**config.mk**
```make
export PLATFORM = sky130hd
export DESIGN_NAME = register_file_32x32
export DESIGN_NICKNAME = d
export VERILOG_FILES = /design/src/rtl/register_file_32x32_pkg.sv /design/src/rtl/MUX32_32x1.sv /design/src/rtl/decoder_5x32.sv /design/src/rtl/register_file_32x32.sv
export SDC_FILE = /design/constraint.sdc
export NUM_CORES = 2
export LEC_CHECK = 0
export CAP_MARGIN = 10
export CELL_PAD_IN_SITES_DETAIL_PLACEMENT = 1
export CELL_PAD_IN_SITES_GLOBAL_PLACEMENT = 2
export CORE_MARGIN = 2
export CORE_UTILIZATION = 42
export DETAILED_ROUTE_END_ITERATION = 10
export DONT_BUFFER_PORTS = 1
export PLACE_DENSITY = 0.83
export SETUP_SLACK_MARGIN = 0.02
export SYNTH_ARGS = -nofsm -noshare
export SYNTH_HDL_FRONTEND = slang
export SYNTH_HIERARCHICAL = 1
export SYNTH_SLANG_ARGS = --single-unit
export TNS_END_PERCENT = 20
```
**constraint.sdc**
```tcl
create_clock -name CLK -period 2.06 [get_ports CLK]
set_input_delay 0.206 -clock CLK [delete_from_list [all_inputs] [get_ports CLK]]
set_output_delay 0.206 -clock CLK [all_outputs]
set_load 0.03 [all_outputs]
```
**src/rtl/register_file_32x32_pkg.sv**
```systemverilog
// rtl/register_file_32x32_pkg.sv - shared widths, types and helpers for the 32x32 register file
package register_file_32x32_pkg;

   localparam int unsigned REG_DATA_WIDTH = 32;
   localparam int unsigned REG_ADDR_WIDTH = 5;
   localparam int unsigned REG_COUNT      = 32;
   localparam logic [REG_DATA_WIDTH-1:0] REG_RESET_VALUE = 32'h0;

   typedef logic [REG_DATA_WIDTH-1:0] reg_data_t;
   typedef logic [REG_ADDR_WIDTH-1:0] reg_addr_t;
   typedef logic [REG_COUNT-1:0][REG_DATA_WIDTH-1:0] reg_bank_t;

   // True when an index refers to the hard-wired zero register.
   function automatic logic is_zero_reg(input reg_addr_t addr, input logic zero_en);
      return zero_en && (addr == '0);
   endfunction

endpackage

```
**src/rtl/MUX32_32x1.sv**
```systemverilog
// rtl/MUX32_32x1.sv - 32-input, 32-bit wide multiplexer
module MUX32_32x1
   import register_file_32x32_pkg::*;
(
   input  reg_bank_t data_i,
   input  reg_addr_t sel_i,
   output reg_data_t data_o
);

   assign data_o = data_i[sel_i];

endmodule

```
**src/rtl/decoder_5x32.sv**
```systemverilog
// rtl/decoder_5x32.sv - 5-bit index to 32-bit one-hot with enable
module decoder_5x32
   import register_file_32x32_pkg::*;
(
   input  logic                 en_i,
   input  reg_addr_t            addr_i,
   output logic [REG_COUNT-1:0] onehot_o
);

   always_comb begin
      onehot_o = '0;
      if (en_i) begin
         onehot_o[addr_i] = 1'b1;
      end
   end

endmodule

```
**src/rtl/register_file_32x32.sv**
```systemverilog
// rtl/register_file_32x32.sv - 32x32 register file, two registered read ports, one write port
module register_file_32x32
   import register_file_32x32_pkg::*;
#(
   parameter logic ZERO_REG = 1'b1
)(
   input  logic      CLK,
   input  logic      RST,
   input  logic      READ,
   input  logic      WRITE,
   input  reg_addr_t ADDR_R1,
   input  reg_addr_t ADDR_R2,
   input  reg_addr_t ADDR_W,
   input  reg_data_t DATA_W,
   output reg_data_t DATA_R1,
   output reg_data_t DATA_R2
);

   reg_bank_t              regs_q;
   logic [REG_COUNT-1:0]   wr_onehot;
   logic [REG_COUNT-1:0]   wr_en;
   reg_data_t              mux_r1;
   reg_data_t              mux_r2;
   reg_data_t              data_r1_d, data_r1_q;
   reg_data_t              data_r2_d, data_r2_q;

   decoder_5x32 u_wr_dec (
      .en_i     (WRITE),
      .addr_i   (ADDR_W),
      .onehot_o (wr_onehot)
   );

   // Register 0 never receives a write enable when it is hard-wired to zero.
   always_comb begin
      wr_en = wr_onehot;
      if (ZERO_REG) begin
         wr_en[0] = 1'b0;
      end
   end

   always_ff @(posedge CLK) begin
      if (RST) begin
         for (int i = 0; i < REG_COUNT; i++) begin
            regs_q[i] <= REG_RESET_VALUE;
         end
      end else begin
         for (int i = 0; i < REG_COUNT; i++) begin
            if (wr_en[i]) begin
               regs_q[i] <= DATA_W;
            end
         end
      end
   end

   MUX32_32x1 u_mux_r1 (
      .data_i (regs_q),
      .sel_i  (ADDR_R1),
      .data_o (mux_r1)
   );

   MUX32_32x1 u_mux_r2 (
      .data_i (regs_q),
      .sel_i  (ADDR_R2),
      .data_o (mux_r2)
   );

   // Zero register wins over bypass; bypass wins over the stored value.
   always_comb begin
      data_r1_d = mux_r1;
      if (is_zero_reg(ADDR_R1, ZERO_REG)) begin
         data_r1_d = REG_RESET_VALUE;
      end else if (WRITE && (ADDR_W == ADDR_R1)) begin
         data_r1_d = DATA_W;
      end
   end

   always_comb begin
      data_r2_d = mux_r2;
      if (is_zero_reg(ADDR_R2, ZERO_REG)) begin
         data_r2_d = REG_RESET_VALUE;
      end else if (WRITE && (ADDR_W == ADDR_R2)) begin
         data_r2_d = DATA_W;
      end
   end

   always_ff @(posedge CLK) begin
      if (RST) begin
         data_r1_q <= REG_RESET_VALUE;
         data_r2_q <= REG_RESET_VALUE;
      end else if (READ) begin
         data_r1_q <= data_r1_d;
         data_r2_q <= data_r2_d;
      end
   end

   assign DATA_R1 = data_r1_q;
   assign DATA_R2 = data_r2_q;

endmodule

```
# Yosys cells after proc, flatten, opt, wreduce, memory -nomap -nowiden
# Cells that the tools add are included.
# word_totals
elab_cells	55
reg_bits	1056
out_inout_bits	64
input_bits	51
# classes
muxes	11
eq_ne	2
order_cmp	4
n_reduce_logical	5
# ops
operator	n
32-bit binary-select mux with 5-bit select	2
32-bit two-way mux	7
5-bit by 6-bit < comparator with 1-bit output, second input constant	3
5-bit == test	2
5-bit logical NOT	2
1-bit demux with 5-bit select	1
5-bit by 1-bit greater-or-equal comparator with 1-bit output, second input constant	1
1-bit logical AND	3
1-bit two-way mux	1

# Longest topological paths before layout
# depth
word_depth	5
mapped_depth	10
ltp_nobuf	7

# Cells and area by module
# Netlist, hierarchy kept.
# by_module_without_submodules
mod	n_inst	cells_each	area_each_um2	seq_area_each_um2
register_file_32x32	1	3723	38425.6	21140.3
MUX32_32x1	2	1158	8887.3	0.0
decoder_5x32	1	47	230.2	0.0

# Worst setup path before layout
# Ideal clock, no wire load.
# synth_timing
path_type	input port to flip-flop
start	input port ADDR_W[3]
end	register regs_q[100] (netlist name)
slack_ps	333
n_path_buf	2
stages	6
setup_time_ps	128
t_required_ps	1932
t_arrival_ps	1600
cell_sequence	or4b_1 nor2_1 clkbuf_1 buf_2 mux2i_1 nor2_1
# synth_via
elab_chain_cells	5
elab_cells_between_ends	6
cone_classes	order compare: 2; mux: 3; reduce/logical: 1
# synth_lines
item	line_no	source
from (decl)	register_file_32x32.sv:13	input reg_addr_t ADDR_W,
5-bit by 6-bit < comparator with 1-bit output (not written as such) / 5-bit by 1-bit greater-or-equal comparator with 1-bit output (equally long branches)	decoder_5x32.sv:13	onehot_o[addr_i] = 1'b1;
1-bit logical AND (not written as such)	decoder_5x32.sv:13	
1-bit two-way mux (not written as such)	decoder_5x32.sv:13	
1-bit demux with 5-bit select (*)	-	
32-bit two-way mux (*)	decoder_5x32.sv:12	if (en_i) begin
net wr_onehot[3]	register_file_32x32.sv:20	logic [REG_COUNT-1:0] wr_onehot;
to (signal, indexed assignment)	register_file_32x32.sv:44	regs_q[i] <= REG_RESET_VALUE;
to (signal, indexed assignment)	register_file_32x32.sv:49	regs_q[i] <= DATA_W;
to (decl)	register_file_32x32.sv:19	reg_bank_t regs_q;
# Mark *: on every way through the listed nets, which the timed path passes. The rest lies on a longest branch.
# A chain may end at the register's enable or synchronous reset.

# Worst setup path in the final report
# layout_timing
start	input port ADDR_W[4]
end	register regs_q[248] (netlist name)
# The elaborated chain is that of the path after synthesis.

==> flow_metrics.tcl <==
set metrics [dict create \
    clockBufferDepth 3 \
    drv_slew 663 \
    die-area_mm2 0.1373 \
    antenna_found_initial 3 \
    clock_sinks 1056 \
    core-area_mm2 0.1335 \
    fmax_mhz 473.2 \
    peakVddDrop_uv 689.4 \
    wl_per_cell_um 27.93 \
    cts_tree "done" \
    dp_slack_ns 0.1385 \
    hpwlAfterDp_um 125300 \
    start_util_pct 42.28 \
    crit_chain "nand4bb_2 > nor2_4 > buf_12 > mux2i_1 > dlygate4sd3_1 > nor2_1 > dlygate4sd3_1" \
    highest_layer "met4" \
    critical-path-top-delay-family "buffers and inverters" \
    leakagePower_nw 30.09 \
    multiInputGateArea_mm2 0.03257 \
    grt_pass1_wl_um 355700 \
    grt_overflow 0 \
    die_height_um 370.5 \
    cp-startpoint "ADDR_W[4]" \
    clock_latency_ns 0.76 \
    setup_ws_ns -0.05335 \
    drt-met1-wl_um 100100 \
    gr-usage-all-layers_pct 34.01 \
    path_common_cell "dlygate4sd3_1" \
    seqCellArea_mm2 0.02114 \
    period_share_pct 102.6 \
    drt-initial-drc-count 4288 \
    hp-start "ADDR_R2[1]" \
    wl_met2_um 111800 \
    crit_path_end_kind "flop" \
    clkSlewWorstSetupHoldPaths_ns 0.06 \
    worst-path-buf-inv 3 \
    arrival_ns 2.74 \
    num_vias 51630 \
    cp.required_ns 2.69 \
    gp_congestion 0.8437 \
    relSlewSlack_pct -26.92 \
    total_power_mw 48.50 \
    grt_pass1_vias 54680 \
    grt_setup_unrepaired "true" \
    grt_max_degree 887 \
    syn_to_final_growth_pct 29.13 \
    drc_errors 0 \
    routed_wl_um 242300 \
    synth_cells 6085 \
    ant_nets 0 \
    fillers 14740 \
    dieWidth_um 370.5 \
    run_status "finished, violations left" \
    num_rows 134 \
    cap_viol_max_count 0 \
    worst_clock_skew_ns 0.02118 \
    ys.warnings.count 6 \
    viasPerCell 5.950 \
    cp_max_fo 27 \
    clockRootBuffer "clkbuf_16" \
    drive_gt1_share_pct 7.843 \
    fin_crit_ns 2.113 \
    pin_count 115 \
    crit_type "in2reg" \
    first_pass_iters 5 \
    min_path_type "in2reg" \
    io_buffers 0 \
    wl_met3_um 15730 \
    hold_viol 0 \
    cpPeakStageDelay_ns 0.64 \
    setup_viol 2 \
    r2r-start "regs_q[220]$_SDFFE_PP0P_" \
    violations "slew limit, setup timing" \
    cts_setup_buffers 0 \
    synth.avg_cell_area_um2 9.273 \
    slowest_stage "dlygate4sd3_1" \
    critPathLaunchType "input pin" \
    syn_area_mm2 0.05643 \
    htree_levels 3 \
    worstMarginPinSlew_ns 1.904 \
    cellPowerDensity_mw_per_mm2 665.6 \
    cts_buffers 118 \
    nNetsFinal 6848 \
]
power breakdown:
| part | switching [mW] | internal, mW | leakage [nW] |
|---|---|---|---|
| registers | 0.436 | 20.6 | 8.52 |
| clock network | 9.42 | 13.1 | 1.97 |
| logic | 2.94 | 2.00 | 19.6 |
timing repair:
| item | CTS | global route |
|---|---|---|
| endpoints found under the hold margin | 1056 | 0 |
| endpoints found under the setup margin | 0 | 22 |
| resized for setup | 0 | 6 |
| hold buffers | 980 | 0 |
cell usage in the layout (no fill, tap or decap), types with 3 or more instances in the layout:
| cell type | count |
|---|---|
| dlygate4sd3_1 | 950 |
| a22oi_1 | 192 |
| nand4_1 | 65 |
| dfxtp_1 | 1055 |
| o211ai_2 | 60 |
| clkbuf_16 | 122 |
| nand2_1 | 321 |
| xor2_1 | 8 |
| conb_1 | 64 |
| nor2_4 | 34 |
| nand2b_1 | 3 |
| inv_6 | 4 |
| diode_2 | 11 |
| clkinv_2 | 19 |
| a31oi_1 | 63 |
| nor3_1 | 65 |
| clkbuf_8 | 24 |
| buf_12 | 119 |
| buf_4 | 109 |
| and2_2 | 4 |
| a21oi_1 | 192 |
| o211ai_1 | 4 |
| nand2b_2 | 4 |
| nor2_1 | 994 |
| buf_16 | 4 |
| a22o_1 | 128 |
| clkbuf_1 | 35 |
| nand3_1 | 192 |
| clkinv_4 | 3 |
| clkinvlp_4 | 3 |
| nand4b_1 | 3 |
| bufinv_16 | 12 |
| mux2i_1 | 2016 |
through the flow:
stage	util [%]	cell area (um2)	TNS, ns	hold slack (ns)	cells
2_1_floorplan	-	56660	0	0.4815	6148
3_3_place_gp	43.87	58550	0	0.3509	7460
3_5_place_dp	43.87	58550	0	0.3504	7460
4_1_cts	54.46	72680	0	0.0002852	8661
5_1_grt	54.59	72860	-0.007250	0.01549	8675
6_report	54.60	72860	-0.06663	0.004086	8677
layout make-up:
type / instances / area share [%]
Timing Repair Buffer: 1186 / 17.70
Clock buffer: 179 / 4.755
Sequential cell: 1056 / 29.01
Multi-Input combinational cell: 4435 / 44.70
Clock inverter: 42 / 0.7624
Tap cell: 1768 / 3.036
Antenna cell: 11 / 0.03778
metal layers:
| layer | up-vias | GRT usage (%) |
|---|---|---|
| met2 | 1873 | 56.26 |
| met4 | 0 | 17.61 |
| li1 | 22810 | - |
| met5 | - | 0 |
| met3 | 636 | 5.625 |
| met1 | 26320 | 42.47 |
final timing paths:
path | to | slack [ns] | depth (start not counted)
worst max-delay path | regs_q[248]$_SDFFE_PP0P_ | -0.05 | 7
worst min-delay path | DATA_R2[21]$_SDFFE_PP0P_ | 0.004 | 6
worst max register to register | DATA_R2[28]$_SDFFE_PP0P_ | 0.13 | 8
worst min register to register | regs_q[395]$_SDFFE_PP0P_ | 0.53 | 2
flip-flops by register name (all words and copies together), names as in the netlist:
signal / cells
DATA_R2: 32
DATA_R1: 32
regs_q: 992
worst min-delay path, cell delays in order:
cell and delay (ns):
mux2i_1 0.08, nand2_1 0.06, a31oi_1 0.07, nand3_1 0.08, nand2_1 0.06, o211ai_2 0.12
No activity file was read; power rests on OpenSTA's default activity.
